**config.mk**
```make
export PLATFORM = sky130hd
export DESIGN_NAME = multicycle_controller
export DESIGN_NICKNAME = d
export VERILOG_FILES = /design/src/rtl/multicycle_ctrl_pkg.sv /design/src/rtl/mc_alu_decode.sv /design/src/rtl/multicycle_controller.sv
export SDC_FILE = /design/constraint.sdc
export NUM_CORES = 1
export LEC_CHECK = 0
export CAP_MARGIN = 30
export CORE_ASPECT_RATIO = 0.8
export CORE_MARGIN = 4
export CORE_UTILIZATION = 42
export CTS_CLUSTER_SIZE = 8
export DETAILED_ROUTE_END_ITERATION = 12
export GPL_TIMING_DRIVEN = 0
export PLACE_DENSITY = 0.85
export REMOVE_ABC_BUFFERS = 1
export SYNTH_ARGS = -nofsm -noshare
export SYNTH_HDL_FRONTEND = slang
export SYNTH_HIERARCHICAL = 1
export SYNTH_SLANG_ARGS = --single-unit
```
**constraint.sdc**
```tcl
create_clock -name clk -period 2.34 [get_ports clk]
set_clock_uncertainty 0.15 [all_clocks]
set_input_delay 0.468 -clock clk [delete_from_list [all_inputs] [get_ports clk]]
set_output_delay 0.468 -clock clk [all_outputs]
set_load 0.02 [all_outputs]
```
**src/rtl/multicycle_ctrl_pkg.sv**
```systemverilog
// Shared encodings for the multi-cycle RV32I controller:
// FSM states, ALU codes, opcodes and datapath mux selects.
package multicycle_ctrl_pkg;

   typedef enum logic [3:0] {
      S_FETCH    = 4'd0,
      S_DECODE   = 4'd1,
      S_MEMADR   = 4'd2,
      S_MEMREAD  = 4'd3,
      S_MEMWB    = 4'd4,
      S_MEMWRITE = 4'd5,
      S_EXECR    = 4'd6,
      S_EXECI    = 4'd7,
      S_ALUWB    = 4'd8,
      S_BRANCH   = 4'd9,
      S_JAL      = 4'd10,
      S_JALR     = 4'd11,
      S_UPPER    = 4'd12,
      S_TRAP     = 4'd13
   } state_t;

   typedef enum logic [1:0] {
      ALUOP_ADD   = 2'b00,
      ALUOP_SUB   = 2'b01,
      ALUOP_FUNCT = 2'b10
   } aluop_t;

   localparam logic [3:0] ALU_ADD  = 4'b0000;
   localparam logic [3:0] ALU_SUB  = 4'b0001;
   localparam logic [3:0] ALU_AND  = 4'b0010;
   localparam logic [3:0] ALU_OR   = 4'b0011;
   localparam logic [3:0] ALU_XOR  = 4'b0100;
   localparam logic [3:0] ALU_SLT  = 4'b0101;
   localparam logic [3:0] ALU_SLTU = 4'b0110;
   localparam logic [3:0] ALU_SLL  = 4'b0111;
   localparam logic [3:0] ALU_SRL  = 4'b1000;
   localparam logic [3:0] ALU_SRA  = 4'b1001;

   localparam logic [6:0] OP_LOAD   = 7'b0000011;
   localparam logic [6:0] OP_STORE  = 7'b0100011;
   localparam logic [6:0] OP_R      = 7'b0110011;
   localparam logic [6:0] OP_IMM    = 7'b0010011;
   localparam logic [6:0] OP_BRANCH = 7'b1100011;
   localparam logic [6:0] OP_JAL    = 7'b1101111;
   localparam logic [6:0] OP_JALR   = 7'b1100111;
   localparam logic [6:0] OP_LUI    = 7'b0110111;
   localparam logic [6:0] OP_AUIPC  = 7'b0010111;

   localparam logic [2:0] IMM_I = 3'b000;
   localparam logic [2:0] IMM_S = 3'b001;
   localparam logic [2:0] IMM_B = 3'b010;
   localparam logic [2:0] IMM_J = 3'b011;
   localparam logic [2:0] IMM_U = 3'b100;

   localparam logic [1:0] RES_ALUOUT    = 2'b00;
   localparam logic [1:0] RES_DATA      = 2'b01;
   localparam logic [1:0] RES_ALURESULT = 2'b10;

   localparam logic [1:0] SRCA_PC    = 2'b00;
   localparam logic [1:0] SRCA_OLDPC = 2'b01;
   localparam logic [1:0] SRCA_RS1   = 2'b10;
   localparam logic [1:0] SRCA_ZERO  = 2'b11;

   localparam logic [1:0] SRCB_RS2  = 2'b00;
   localparam logic [1:0] SRCB_IMM  = 2'b01;
   localparam logic [1:0] SRCB_FOUR = 2'b10;

   // Flags come from rs1 - rs2 computed in the BRANCH cycle.
   function automatic logic branch_taken(
      input logic [2:0] f3,
      input logic       zero,
      input logic       lt,
      input logic       ltu
   );
      logic t;
      t = 1'b0;
      case (f3)
         3'b000:  t = zero;
         3'b001:  t = !zero;
         3'b100:  t = lt;
         3'b101:  t = !lt;
         3'b110:  t = ltu;
         3'b111:  t = !ltu;
         default: t = 1'b0;
      endcase
      return t;
   endfunction

endpackage

```
**src/rtl/mc_alu_decode.sv**
```systemverilog
// ALU operation decode: ALUOp plus funct fields -> 4-bit
// ALU control code shared by R-type and OP-IMM.
module mc_alu_decode
   import multicycle_ctrl_pkg::*;
(
   input  aluop_t     aluop,
   input  logic [2:0] funct3,
   input  logic       funct7b5,
   input  logic       op5,
   output logic [3:0] alu_ctrl
);

   always_comb begin
      alu_ctrl = ALU_ADD;
      unique case (aluop)
         ALUOP_ADD: alu_ctrl = ALU_ADD;
         ALUOP_SUB: alu_ctrl = ALU_SUB;
         ALUOP_FUNCT: begin
            unique case (funct3)
               // bit 30 is an immediate bit for ADDI
               3'b000: alu_ctrl = (op5 && funct7b5) ? ALU_SUB : ALU_ADD;
               3'b001: alu_ctrl = ALU_SLL;
               3'b010: alu_ctrl = ALU_SLT;
               3'b011: alu_ctrl = ALU_SLTU;
               3'b100: alu_ctrl = ALU_XOR;
               3'b101: alu_ctrl = funct7b5 ? ALU_SRA : ALU_SRL;
               3'b110: alu_ctrl = ALU_OR;
               3'b111: alu_ctrl = ALU_AND;
               default: alu_ctrl = ALU_ADD;
            endcase
         end
         default: alu_ctrl = ALU_ADD;
      endcase
   end

endmodule

```
**src/rtl/multicycle_controller.sv**
```systemverilog
// Multi-cycle RV32I control FSM with memory handshake.
// Define MULTICYCLE_CTRL_ILLEGAL_TRAP_EN for a sticky illegal-op TRAP.
module multicycle_controller
   import multicycle_ctrl_pkg::*;
#(
   parameter int USE_MEM_READY = 1,
   parameter int ALU_CTRL_W    = 4
) (
   input  logic                  clk,
   input  logic                  reset,
   input  logic [6:0]            op,
   input  logic [2:0]            funct3,
   input  logic                  funct7b5,
   input  logic                  Zero,
   input  logic                  ALUR31,
   input  logic                  sltu,
   input  logic                  mem_ready,
   output logic                  PCWrite,
   output logic                  AdrSrc,
   output logic                  MemRead,
   output logic                  MemWrite,
   output logic                  IRWrite,
   output logic                  RegWrite,
   output logic [1:0]            ResultSrc,
   output logic [1:0]            ALUSrcA,
   output logic [1:0]            ALUSrcB,
   output logic [2:0]            ImmSrc,
   output logic [ALU_CTRL_W-1:0] ALUControl
`ifdef MULTICYCLE_CTRL_ILLEGAL_TRAP_EN
   ,
   output logic                  illegal_o
`endif
);

   state_t     state;
   state_t     state_nx;
   aluop_t     aluop;
   logic [3:0] alu_code;
   logic       rdy;

   assign rdy = (USE_MEM_READY == 0) ? 1'b1 : mem_ready;

   always_ff @(posedge clk) begin
      if (reset) state <= S_FETCH;
      else       state <= state_nx;
   end

   always_comb begin
      state_nx  = state;
      PCWrite   = 1'b0;
      AdrSrc    = 1'b0;
      MemRead   = 1'b0;
      MemWrite  = 1'b0;
      IRWrite   = 1'b0;
      RegWrite  = 1'b0;
      ResultSrc = RES_ALUOUT;
      ALUSrcA   = SRCA_PC;
      ALUSrcB   = SRCB_RS2;
      aluop     = ALUOP_ADD;
      unique case (state)
         S_FETCH: begin
            MemRead   = 1'b1;
            ALUSrcA   = SRCA_PC;
            ALUSrcB   = SRCB_FOUR;
            ResultSrc = RES_ALURESULT;
            if (rdy) begin
               IRWrite  = 1'b1;
               PCWrite  = 1'b1;
               state_nx = S_DECODE;
            end
         end
         S_DECODE: begin
            // ALUOut captures OldPC + imm as branch/JAL target
            ALUSrcA = SRCA_OLDPC;
            ALUSrcB = SRCB_IMM;
            unique case (op)
               OP_LOAD, OP_STORE: state_nx = S_MEMADR;
               OP_R:              state_nx = S_EXECR;
               OP_IMM:            state_nx = S_EXECI;
`ifdef MULTICYCLE_CTRL_ILLEGAL_TRAP_EN
               OP_BRANCH:
                  state_nx = (funct3[2:1] == 2'b01) ? S_TRAP : S_BRANCH;
`else
               OP_BRANCH:         state_nx = S_BRANCH;
`endif
               OP_JAL:            state_nx = S_JAL;
               OP_JALR:           state_nx = S_JALR;
               OP_LUI, OP_AUIPC:  state_nx = S_UPPER;
`ifdef MULTICYCLE_CTRL_ILLEGAL_TRAP_EN
               default:           state_nx = S_TRAP;
`else
               default:           state_nx = S_FETCH;
`endif
            endcase
         end
         S_MEMADR: begin
            ALUSrcA  = SRCA_RS1;
            ALUSrcB  = SRCB_IMM;
            state_nx = op[5] ? S_MEMWRITE : S_MEMREAD;
         end
         S_MEMREAD: begin
            AdrSrc  = 1'b1;
            MemRead = 1'b1;
            if (rdy) state_nx = S_MEMWB;
         end
         S_MEMWB: begin
            ResultSrc = RES_DATA;
            RegWrite  = 1'b1;
            state_nx  = S_FETCH;
         end
         S_MEMWRITE: begin
            AdrSrc   = 1'b1;
            MemWrite = 1'b1;
            if (rdy) state_nx = S_FETCH;
         end
         S_EXECR: begin
            ALUSrcA  = SRCA_RS1;
            ALUSrcB  = SRCB_RS2;
            aluop    = ALUOP_FUNCT;
            state_nx = S_ALUWB;
         end
         S_EXECI: begin
            ALUSrcA  = SRCA_RS1;
            ALUSrcB  = SRCB_IMM;
            aluop    = ALUOP_FUNCT;
            state_nx = S_ALUWB;
         end
         S_ALUWB: begin
            ResultSrc = RES_ALUOUT;
            RegWrite  = 1'b1;
            state_nx  = S_FETCH;
         end
         S_BRANCH: begin
            ALUSrcA   = SRCA_RS1;
            ALUSrcB   = SRCB_RS2;
            aluop     = ALUOP_SUB;
            ResultSrc = RES_ALUOUT;
            PCWrite   = branch_taken(funct3, Zero, ALUR31, sltu);
            state_nx  = S_FETCH;
         end
         S_JAL: begin
            // PC takes ALUOut while ALU forms the link value
            ALUSrcA   = SRCA_OLDPC;
            ALUSrcB   = SRCB_FOUR;
            ResultSrc = RES_ALUOUT;
            PCWrite   = 1'b1;
            state_nx  = S_ALUWB;
         end
         S_JALR: begin
            ALUSrcA  = SRCA_RS1;
            ALUSrcB  = SRCB_IMM;
            state_nx = S_JAL;
         end
         S_UPPER: begin
            ALUSrcA  = op[5] ? SRCA_ZERO : SRCA_OLDPC;
            ALUSrcB  = SRCB_IMM;
            state_nx = S_ALUWB;
         end
         S_TRAP: begin
            state_nx = S_TRAP;
         end
         default: begin
            state_nx = S_FETCH;
         end
      endcase
      // Abandon the instruction without any partial write
      if (reset) begin
         PCWrite   = 1'b0;
         AdrSrc    = 1'b0;
         MemRead   = 1'b0;
         MemWrite  = 1'b0;
         IRWrite   = 1'b0;
         RegWrite  = 1'b0;
         ResultSrc = RES_ALUOUT;
         ALUSrcA   = SRCA_PC;
         ALUSrcB   = SRCB_RS2;
         aluop     = ALUOP_ADD;
      end
   end

   always_comb begin
      ImmSrc = IMM_I;
      unique case (op)
         OP_LOAD, OP_IMM, OP_JALR: ImmSrc = IMM_I;
         OP_STORE:                 ImmSrc = IMM_S;
         OP_BRANCH:                ImmSrc = IMM_B;
         OP_JAL:                   ImmSrc = IMM_J;
         OP_LUI, OP_AUIPC:         ImmSrc = IMM_U;
         default:                  ImmSrc = IMM_I;
      endcase
   end

   mc_alu_decode u_alu_decode (
      .aluop    (aluop),
      .funct3   (funct3),
      .funct7b5 (funct7b5),
      .op5      (op[5]),
      .alu_ctrl (alu_code)
   );

   assign ALUControl = ALU_CTRL_W'(alu_code);

`ifdef MULTICYCLE_CTRL_ILLEGAL_TRAP_EN
   assign illegal_o = (state == S_TRAP) && !reset;
`endif

endmodule

```
# Yosys cells after proc, flatten, opt, wreduce, memory -nomap -nowiden
# Cells that the tools add are included.
classes:
  n_mux: 34
  n_reduce_logical: 18
  eq_ne: 34
ops:
  columns: ["op", "count"]
  rows:
  - ["$pmux W4 S8", 2]
  - ["$pmux W4 S7", 1]
  - ["$eq A4 B4 Y1 const B", 6]
  - ["$eq A7 B6 Y1 const B", 3]
  - ["$eq A7 B7 Y1 const B", 3]
  - ["$eq A4 B3 Y1 const B", 4]
  - ["$reduce_or A2 Y1", 8]
  - ["$eq A7 B5 Y1 const B", 2]
  - ["$mux W1", 14]
  - ["$eq A3 B3 Y1 const B", 4]
  - ["$mux W4", 3]
  - ["$pmux W2 S2", 3]
  - ["$pmux W3 S4", 1]
  - ["$mux W2", 5]
  - ["$reduce_or A5 Y1", 2]
  - ["$eq A4 B2 Y1 const B", 2]
  - ["$pmux W4 S2", 1]
  - ["$eq A7 B2 Y1 const B", 1]
  - ["$eq A3 B2 Y1 const B", 2]
  - ["$ne A2 B2 Y1 const B", 3]
  - ["$pmux W1 S6", 1]
  - ["$pmux W2 S3", 1]
  - ["$eq A4 B1 Y1 const B", 1]
  - ["$logic_not A4 Y1", 1]
  - ["10 further kinds", 12]
word_totals:
  ff_bits: 4
  wordCells: 87
  output_inout_bits: 19

# Depth between registers and ports, before layout
# Gate-level depths: netlist of run 1.
depth:
  ltp_word: 6
  mapped_depth: 8
  depth_no_buf: 7

# Hierarchy
# Netlist of run 1, hierarchy kept.
by_module_without_submodules:
  columns: ["mod", "cells_each", "seq_area_each_um2", "area_per_inst_um2", "n_inst"]
  rows:
  - ["multicycle_controller", 101, 80.1, 721.9, 1]
  - ["mc_alu_decode", 19, 0.0, 126.4, 1]

# Worst setup path after synthesis of run 1
# Ideal clock, no wire load.
synth_timing:
  path_kind: "input -> output"
  startpoint: "input reset"
  endpoint: "output ALUControl[3]"
  arrival_ns: 2.013
  t_required_ns: 1.722
  setup_slack_ns: -0.291
  n_path_buf: 1
  cell_stages: 6
  path_cell_list: "clkbuf_1 nand2b_1 nor3b_1 ha_1 nand2b_1 nor3_1"
synth_via:
  elab_chain_cells: 3
  elab_cells_between_ends: 4
  classes_between: "eq/ne (2); mux (2)"
synth_rtl:
  columns: ["element", "line_no", "rtl"]
  rows:
  - ["start, declared", "multicycle_controller.sv:10", "input logic reset,"]
  - ["$mux W2 (*)", "multicycle_controller.sv:167", "if (reset) begin"]
  - ["net aluop[1]", "multicycle_controller.sv:37", "aluop_t aluop;"]
  - ["$eq A2 B2 Y1 or $eq A2 B1 Y1 (tied branches)", "mc_alu_decode.sv:15", "unique case (aluop)"]
  - ["$pmux W4 S2 (*)", "mc_alu_decode.sv:15", null]
  - ["end, declared", "multicycle_controller.sv:28", "output logic [ALU_CTRL_W-1:0] ALUControl"]
# The timed path passes the listed nets; every way through them passes the cells marked *.

# Final worst setup path of run 1
layout_timing:
  startpoint: "register state[1]"
  endpoint: "output ALUControl[3]"
layout_via:
  elab_chain_cells: 6
  elab_cells_between_ends: 9
  classes_between: "eq/ne (5); mux (3); reduce/logical (1)"
layout_rtl:
  columns: ["element", "line_no", "rtl"]
  rows:
  - ["start, declared", "multicycle_controller.sv:35", "state_t state;"]
  - ["start signal, assigned", "multicycle_controller.sv:45", "else state <= state_nx;"]
  - ["$eq A4 B3 Y1", "multicycle_controller.sv:60", "unique case (state)"]
  - ["$reduce_or A2 Y1 (no source line)", null, null]
  - ["$pmux W2 S2 (*)", "multicycle_controller.sv:60", null]
  - ["$mux W2 (*)", "multicycle_controller.sv:167", null]
  - ["net aluop[0]", "multicycle_controller.sv:37", null]
  - ["$eq A2 B2 Y1 or $eq A2 B1 Y1 (tied branches)", "mc_alu_decode.sv:15", null]
  - ["$pmux W4 S2 (*)", "mc_alu_decode.sv:15", null]
# Marks and branches as above.

==> results of run 1 <==
-- layout make-up --
cell class	count	area, µm²
clock buffer	3	22.5
fill	154	554
inverter	5	18.8
multi-input combinational	102	761
sequential	4	95.1
tap	24	30.0
timing repair buffer	47	410
-- worst max-delay path, stage by stage, from the launching register on --
cell and delay [ps]:
dfxtp_4 400, nor2b_4 130, and3_4 200, inv_1 40, ha_2 250, nand2b_4 160, nor3_2 150, buf_4 160
-- cells by family (layout without fill, tap and decap cells) --
kind of cell,Yosys count,count (layout),synth area share [%]
buffers and inverters,14,55,9.00
and+or+nand+nor,59,59,41.6
AOI/OAI and AO/OA,32,32,27.6
DFF,4,4,9.44
adders and majority gates,2,2,2.95
xor gates and xnor gates,8,8,8.26
muxes,1,1,1.18
-- worst paths after layout --
| check | startpoint | to | slack, ps | cells past startpoint |
|---|---|---|---|---|
| worst max-delay path | state[1] | ALUControl[3] | -6 | 7 |
| worst min-delay path | reset | state[2] | 450 | 3 |
| worst max register to register | state[1] | state[0] | 740 | 4 |
| worst min register to register | state[2] | state[0] | 530 | 2 |
-- what timing repair did --
action | 4_1_cts | 5_1_grt
pin swaps | 7 | 3
buffers inserted | 11 | 1
setup endpoints to repair | 19 | 13
gates resized for setup | 91 | 18
-- cells in the mapped netlist (3+ instances only) --
master	number	area, µm²
xnor2_1	4	35.0
a21oi_1	11	55.1
inv_1	5	18.8
o21ai_0	3	15.0
nor2b_1	5	31.3
a21o_1	3	22.5
nand2b_1	4	25.0
dfxtp_1	4	80.1
buf_2	4	20.0
nor3b_1	5	37.5
nand2_1	5	18.8
nor2_1	15	56.3
xor2_1	4	35.0
and3_1	4	25.0
-- through the flow --
step / hold WS [ps] / total power [W]
global placement: 642 / 0.000223
floorplan: 508 / 0.000156
global route: 463 / 0.000341
CTS: 453 / 0.000317
finish: 454 / 0.000324
detailed placement: 667 / 0.000227
-- layout by cell type, fill, tap and decap left out, types with 2 or more instances in the layout --
| cell | instances |
|---|---|
| buf_4 | 18 |
| nor2b_1 | 3 |
| a211o_1 | 2 |
| nor3b_1 | 3 |
| and2_1 | 2 |
| nand2_1 | 5 |
| nand2b_1 | 2 |
| nand2b_4 | 2 |
| inv_1 | 5 |
| clkdlybuf4s15_1 | 3 |
| clkdlybuf4s50_1 | 4 |
| xor2_1 | 4 |
| nor4_1 | 2 |
| nor2_2 | 3 |
| xnor2_1 | 4 |
| dlygate4sd2_1 | 9 |
| clkbuf_4 | 3 |
| and3_1 | 3 |
| o21ai_0 | 3 |
| o21bai_1 | 2 |
| a21o_1 | 3 |
| clkbuf_2 | 3 |
| a211oi_1 | 2 |
| nand3_1 | 2 |
| dlymetal6s2s_1 | 6 |
| nor2_1 | 12 |
| dfxtp_4 | 4 |
| a21oi_1 | 11 |
| buf_2 | 2 |
| and3b_2 | 2 |
-- report_power, final --
part / switching [W] / leakage [nW] / internal (W)
logic: 0.0000854 / 0.593 / 0.0000783
clock network: 0.0000306 / 0.0138 / 0.0000575
registers: 0.00000453 / 0.0355 / 0.0000677
total: 0.000120 / 0.642 / 0.000204
-- per-layer routing --
metal / share of wire [%] / GRT usage, % / wire [µm]
met1: 42 / 27.8 / 1270
met2: 49 / 34.2 / 1500
met3: 8.2 / 5.56 / 252
met4: 1.3 / 1.85 / 39
met5: 0 / 0 / 0
==> impl_metrics.yaml, run 1 <==
layout:
  instances_no_fill: 185
  diodes: 0
  final_util_pct: 70.7
  nNetsFinal: 182
  syn_to_final_growth_pct: 57.7
  top_regs: "state (4)"
  top_register: "state"
  drive_gt1_share_pct: 34.2
  finalInstanceArea_um2: 1340
  largest_reg_flops: 4
sta:
  setup_viol: 1
  slew_headroom_pct: 77.4
  max_clock_freq_mhz: 426
  tns_ps: -6.27
  period_share_pct: 100
  hold_viol: 0
  worst_slack_ps: -6.27
  rsz0062_at_grt: "true"
  max_slew.worst_pin.slew_ps: 339
  slew_violations: 0
  period_minus_slack_ps: 2350
clock_network:
  cts_tree: "done"
  cts-root-buf: "clkbuf_4"
  cts.sinks: 4
  clockBufferDepth: 2
  path_clk_slew_ps: 40
  insertion_delay_ps: 240
  cts_buffers: 3
  htree_levels: 1
  postCtsHoldBufs: 0
global_route:
  grt_start_max_net_pins: 14
  grt_pass1_wl_um: 4440
  grt_remaining_overflow: 0
  grtUsageTotal_pct: 20.5
  antenna_found_initial: 0
  grt_pass1_vias: 974
synthesis:
  synth.distinct_cells: 47
  yosysSeqAreaShare_pct: 9.44
  syn_inst: 120
  synth-edff-count: 0
  yosysWarningCount: 6
  async_flop_share_pct: 0
  synth_area_per_cell_um2: 7.07
  synth-seq-cells: 4
  syn_area_um2: 848
  synth_top_flop_cell: "dfxtp_1"
placed_design:
  dp.cells: 170
  dp_hpwl_um: 1830
  place_area_um2: 1170
  numPortBuffers: 35
  dp_slack_ps: -1200
  place_congestion: 0.818
drt:
  ant_nets: 0
  drt_first_iter_violations: 59
  drt-total-wl_um: 3070
  drtPass1Iterations: 4
  vias: 1084
  wl_per_cell_um: 16.6
  remaining_drc_errors: 0
  avgViaCountPerCell: 5.86
setup_path:
  critPathLaunchType: "flip-flop"
  crit_fanout: 12
  cp.arrival_ps: 1730
  path_class: "reg2out"
  crit_path_end_kind: "output pin"
  crit_required_ps: 1720
job:
  max_cap_viol_count: 0
floorplanning:
  fp.dieArea_um2: 2810
  fp.dieH_um: 48.2
  initial_core_util_pct: 44.8
  placementRows: 14
  core-area_um2: 1890
  die_w_um: 58.2
  io_pins: 36
pwr:
  ir_worst_vdd_uv: 252
  powerDensity_nw_per_um2: 242
  leakagePower_nw: 0.642
status:
  violations: "negative setup slack"
  outcome: "complete, but fails checks"
hold_path:
  hold_class: "in2reg"
Power figures use the tool's default switching activity.
==> run 2, diff against run 1 <==
Settings changed: CORE_ASPECT_RATIO 0.8 to not set.
==> run 2 against run 1 <==
Net effect: the run still ends with negative setup slack left; register-to-register slack improved by 70 ps; non-clock buffer count increased by 6; sequential share of layout area decreased by 0.51 points; worst hold slack improved by 6.4 ps; total power increased by 7.3%; die area decreased by 0.16%; critical endpoint unchanged.
==> impl_metrics.yaml, run 2 (synthesis results as in run 1) <==
status:
  outcome: "complete, but fails checks"
  violations: "negative setup slack"
setup_path:
  cp.arrival_ps: 1790
  critPathLaunchType: "flip-flop"
  r2r_start: "state[2]"
  r2r-end: "state[2]"
  crit_fanout: 7
  rrSetupSlack_ps: 810
  r2r_cells: 5
  path_class: "reg2out"
  crit_required_ps: 1720
  crit_path_end_kind: "output pin"
sta:
  setup_viol: 5
  rsz0062_at_grt: "true"
  slew_violations: 0
  hold_viol: 0
  max_clock_freq_mhz: 415
  slew_headroom_pct: 76.2
  period_share_pct: 103
  worst_slack_ps: -71.3
  max_slew.worst_pin.slew_ps: 357
  period_minus_slack_ps: 2410
  tns_ps: -176
drt:
  wl_per_cell_um: 19.0
  drt-total-wl_um: 3650
  drtPass1Iterations: 4
  vias: 1196
  remaining_drc_errors: 0
  ant_nets: 0
  avgViaCountPerCell: 6.23
  drt_first_iter_violations: 66
floorplanning:
  io_pins: 36
  fp.dieArea_um2: 2800
  core-area_um2: 1820
  fp.dieH_um: 52.9
  placementRows: 15
  initial_core_util_pct: 46.6
  die_w_um: 52.9
clock_network:
  cts_buffers: 3
  cts_tree: "done"
  clockBufferDepth: 2
  cts-root-buf: "clkbuf_4"
  path_clk_slew_ps: 40
  insertion_delay_ps: 250
  cts.sinks: 4
  htree_levels: 1
global_route:
  grtUsageTotal_pct: 23.7
  grt_remaining_overflow: 0
  antenna_found_initial: 0
  grt_pass1_wl_um: 5090
  grt_start_max_net_pins: 14
  grt_pass1_vias: 1096
pwr:
  ir_worst_vdd_uv: 206
  powerDensity_nw_per_um2: 241
  leakagePower_nw: 0.697
placed_design:
  dp_hpwl_um: 1870
  numPortBuffers: 35
  place_congestion: 0.811
  dp_slack_ps: -1270
layout:
  diodes: 0
  layout_common_cells: "buf_4 (22), dlygate4sd2_1 (13), a21oi_1 (11), nor2_1 (10), dlymetal6s2s_1 (6)"
  top_register: "state"
  final_common_cell: "buf_4"
  top_regs: "state (4)"
  largest_reg_flops: 4
  drive_gt1_share_pct: 37.7
  fill_cells: 123
  syn_to_final_growth_pct: 69.9
  nNetsFinal: 188
hold_path:
  holdPathEnd: "state[2]"
  min_path_cells: 3
  min_from: "reset"
  hold_class: "in2reg"
job:
  max_cap_viol_count: 0
run 2: worst max-delay path, stage by stage, from the launching register on:
cell	delay, ps
dfxtp_4	390
nor2b_4	200
and3_4	220
inv_2	50
ha_4	230
nand2b_4	160
nor3_2	120
buf_4	170
run 2: area by class of cell:
cell class                 instances  area, µm²  area share, %
timing repair buffer              53        475           33.0
clock buffer                       3       22.5           1.56
inverter                           5       18.8           1.30
sequential                         4       95.1           6.60
multi-input combinational        102        798           55.4
tap                               25       31.3           2.17
run 2: worst max path at each step:
| stage | start | endpoint | slack [ps] |
|---|---|---|---|
| global placement | reset | ALUControl[3] | -1150 |
| global route | state[0] | ALUControl[3] | -110 |
| floorplan | state[0] | ALUControl[3] | -230 |
| finish | state[0] | ALUControl[3] | -70 |
| CTS | state[2] | ALUControl[0] | -0.9 |
| detailed placement | reset | ALUControl[0] | -1270 |
run 2: per-stage QoR:
stage	utilization, %	std cells	area (µm²)	hold WS (ps)	total power [W]
after floorplan	-	111	791	508	0.000156
after global placement	64.4	171	1170	655	0.000223
after detailed placement	64.4	171	1170	671	0.000227
after CTS	74.0	186	1350	430	0.000328
after global routing	79.2	192	1440	464	0.000367
final	79.2	192	1440	461	0.000348
run 2: repair_timing:
item | CTS | global route
buffers inserted | 12 | 6
endpoints found under the setup margin | 19 | 12
hold buffers | 0 | 0
pin swaps | 10 | 9
resized for setup | 98 | 20
cloned | 0 | 0
run 2: per-layer routing:
metal	vias up	share of wire [%]	track usage, %
met5	-	0	0
met4	0	3.7	7.23
met3	20	10	5.35
met2	94	48	39.5
met1	555	38	30.1
li1	527	-	-
run 2: where the power goes:
part	leakage, nW	switching, W	internal, W
clock	0.0138	0.0000353	0.0000578
combinational	0.648	0.0000941	0.0000866
sequential	0.0355	0.00000618	0.0000677
==> run 3, diff against run 2 <==
Settings changed: CAP_MARGIN 30 to 10, CORE_MARGIN 4 to not set.
==> run 3 against run 2 <==
Net effect: the flow still finishes with violations (negative setup slack); highest routed layer unchanged; critical path depth did not move; largest cell class unchanged; final cell count fell by 1.6%; setup slack got worse by 0.99 ps; utilization fell by 2.3 points; cell area fell by 3.9%; wire length fell by 16%; via count fell by 5.5%; first-iteration DRC count fell by 44%; sequential power fell by 3.2%; sequential cell count did not move; die area fell by 21%; fmax barely moved.
==> impl_metrics.yaml, run 3 (synthesis results as in run 1) <==
sta:
  tns_ps: -80.6
  hold_viol: 0
  slew_violations: 0
  rsz0062_at_grt: "true"
  max_slew.worst_pin.slew_ps: 323
  max_clock_freq_mhz: 415
  period_share_pct: 103
  worst_slack_ps: -72.3
  setup_viol: 2
  hold_slack_ps: 515
  slew_headroom_pct: 78.5
  period_minus_slack_ps: 2410
setup_path:
  max_stage_delay_ps: 400
  crit_family: "compound AO/OA/AOI/OAI gates"
  cp.arrival_ps: 1790
  r2r-end: "state[0]"
  path_class: "reg2out"
  critPathSlowestCell: "dfxtp_4"
  r2r_start: "state[1]"
  path_buf_inv: 2
  critPathLaunchType: "flip-flop"
  rrSetupSlack_ps: 830
  crit_path_end_kind: "output pin"
  r2r_cells: 4
  crit_fanout: 6
  cp_cell_sequence: "buf_6, nor3b_4, ha_4, a21boi_2, o41ai_2, a21oi_1, buf_4"
  crit_required_ps: 1720
pwr:
  combPwrFrac_pct: 50.0
  clock_power_share_pct: 28.1
  report.power.total_w: 0.000326
  ir_worst_vdd_uv: 230
  switching_share_pct: 38.0
  leakagePower_nw: 0.673
  switching_power_w: 0.000124
  p_seq_share_pct: 21.9
  p_int_w: 0.000202
  powerDensity_nw_per_um2: 236
global_route:
  grt_remaining_overflow: 0
  grtUsageTotal_pct: 27.5
  antenna_found_initial: 0
  grt_pass1_vias: 977
  grt_start_max_net_pins: 14
  grt_pass1_wl_um: 4370
hold_path:
  min_path_cells: 3
  min_from: "reset"
  holdPathEnd: "state[2]"
  hold_class: "in2reg"
placed_design:
  dp.cells: 171
  dp_slack_ps: -1220
  numPortBuffers: 35
  dp_hpwl_um: 1750
  place_congestion: 0.789
layout:
  top_regs: "state (4)"
  layout_common_cells: "buf_4 (21), nor2_1 (12), dlygate4sd2_1 (12), a21oi_1 (11), dlymetal6s2s_1 (7)"
  syn_to_final_growth_pct: 63.3
  diodes: 0
  instances_no_fill: 189
  top_register: "state"
  drive_gt1_share_pct: 34.8
  final_common_cell: "buf_4"
  nNetsFinal: 185
  largest_reg_flops: 4
drt:
  avgViaCountPerCell: 5.98
  drt-total-wl_um: 3080
  remaining_drc_errors: 0
  ant_nets: 0
  vias: 1130
  wl_per_cell_um: 16.3
  drt_first_iter_violations: 37
  drtPass1Iterations: 4
clock_network:
  cts.sinks: 4
  htree_levels: 1
  cts-root-buf: "clkbuf_4"
  path_clk_slew_ps: 40
  cts_tree: "done"
  insertion_delay_ps: 240
  cts_buffers: 3
  clockBufferDepth: 2
  postCtsHoldBufs: 0
job:
  max_cap_viol_count: 0
status:
  outcome: "complete, but fails checks"
  violations: "negative setup slack"
floorplanning:
  fp.dieArea_um2: 2200
  die_w_um: 46.9
  core-area_um2: 1800
  placementRows: 15
  initial_core_util_pct: 47.1
  fp.dieH_um: 46.9
  io_pins: 36
-- run 3: cell count changes in the layout (fill, tap and decap cells not counted), sizes merged --
cell / change
dlygate4sd2: -1
dlymetal6s2s: +1
buf: -3
-- run 3: power groups by stage --
stage          registers (W)  clock network, W  logic (W)
2_1_floorplan      0.0000794                 0  0.0000763
3_3_place_gp       0.0000823                 0   0.000140
3_5_place_dp       0.0000826                 0   0.000144
4_1_cts            0.0000710         0.0000905   0.000153
5_1_grt            0.0000715         0.0000996   0.000175
6_report           0.0000715         0.0000918   0.000163
-- run 3: repair_timing --
item                       in CTS  in global routing
buffers inserted               10                  5
gates resized for setup        79                 32
setup endpoints to repair      19                 12
pin swaps                       5                  9
-- run 3: worst max-delay path by stage --
stage                     depth (start not counted)             to     start
after detailed placement                          8  ALUControl[0]     reset
after global routing                              7  ALUControl[0]  state[1]
after CTS                                         8  ALUControl[3]     reset
after floorplan                                   6  ALUControl[3]  state[0]
after global placement                            8  ALUControl[3]     reset
final                                             7  ALUControl[0]  state[1]
-- run 3: layer usage --
| layer | wire (µm) | global-route usage (%) | part of all wire, % | vias up |
|---|---|---|---|---|
| met1 | 1350 | 34.6 | 44 | 559 |
| met5 | 0 | 0 | 0 | - |
| li1 | - | - | - | 521 |
| met4 | 40 | 7.43 | 1.3 | 0 |
| met2 | 1520 | 46.9 | 49 | 44 |
| met3 | 166 | 6.15 | 5.4 | 6 |
-- run 3: stage by stage --
| stage | utilization (%) | area [µm²] |
|---|---|---|
| 5_1_grt | 76.9 | 1390 |
| 3_5_place_dp | 65.1 | 1170 |
| 4_1_cts | 70.5 | 1270 |
| 2_1_floorplan | - | 791 |
| 3_3_place_gp | 65.1 | 1170 |
| 6_report | 76.9 | 1390 |
-- run 3: final cells by class --
| cell class | count | area (µm²) |
|---|---|---|
| repair buffers | 50 | 438 |
| flip-flops and latches | 4 | 95.1 |
| multi-input cells | 102 | 779 |
| well taps | 25 | 31.3 |
| fillers | 138 | 417 |
| inverters | 5 | 18.8 |
| clock buffers | 3 | 22.5 |
-- run 3: worst register-to-register path, delay by kind of cell (launching register included) --
kind / cells / cell delay, ps
AO/OA/AOI/OAI: 2 / 550
buffers and inverters: 1 / 230
flip-flops: 1 / 400
AND/OR/NAND/NOR: 1 / 90
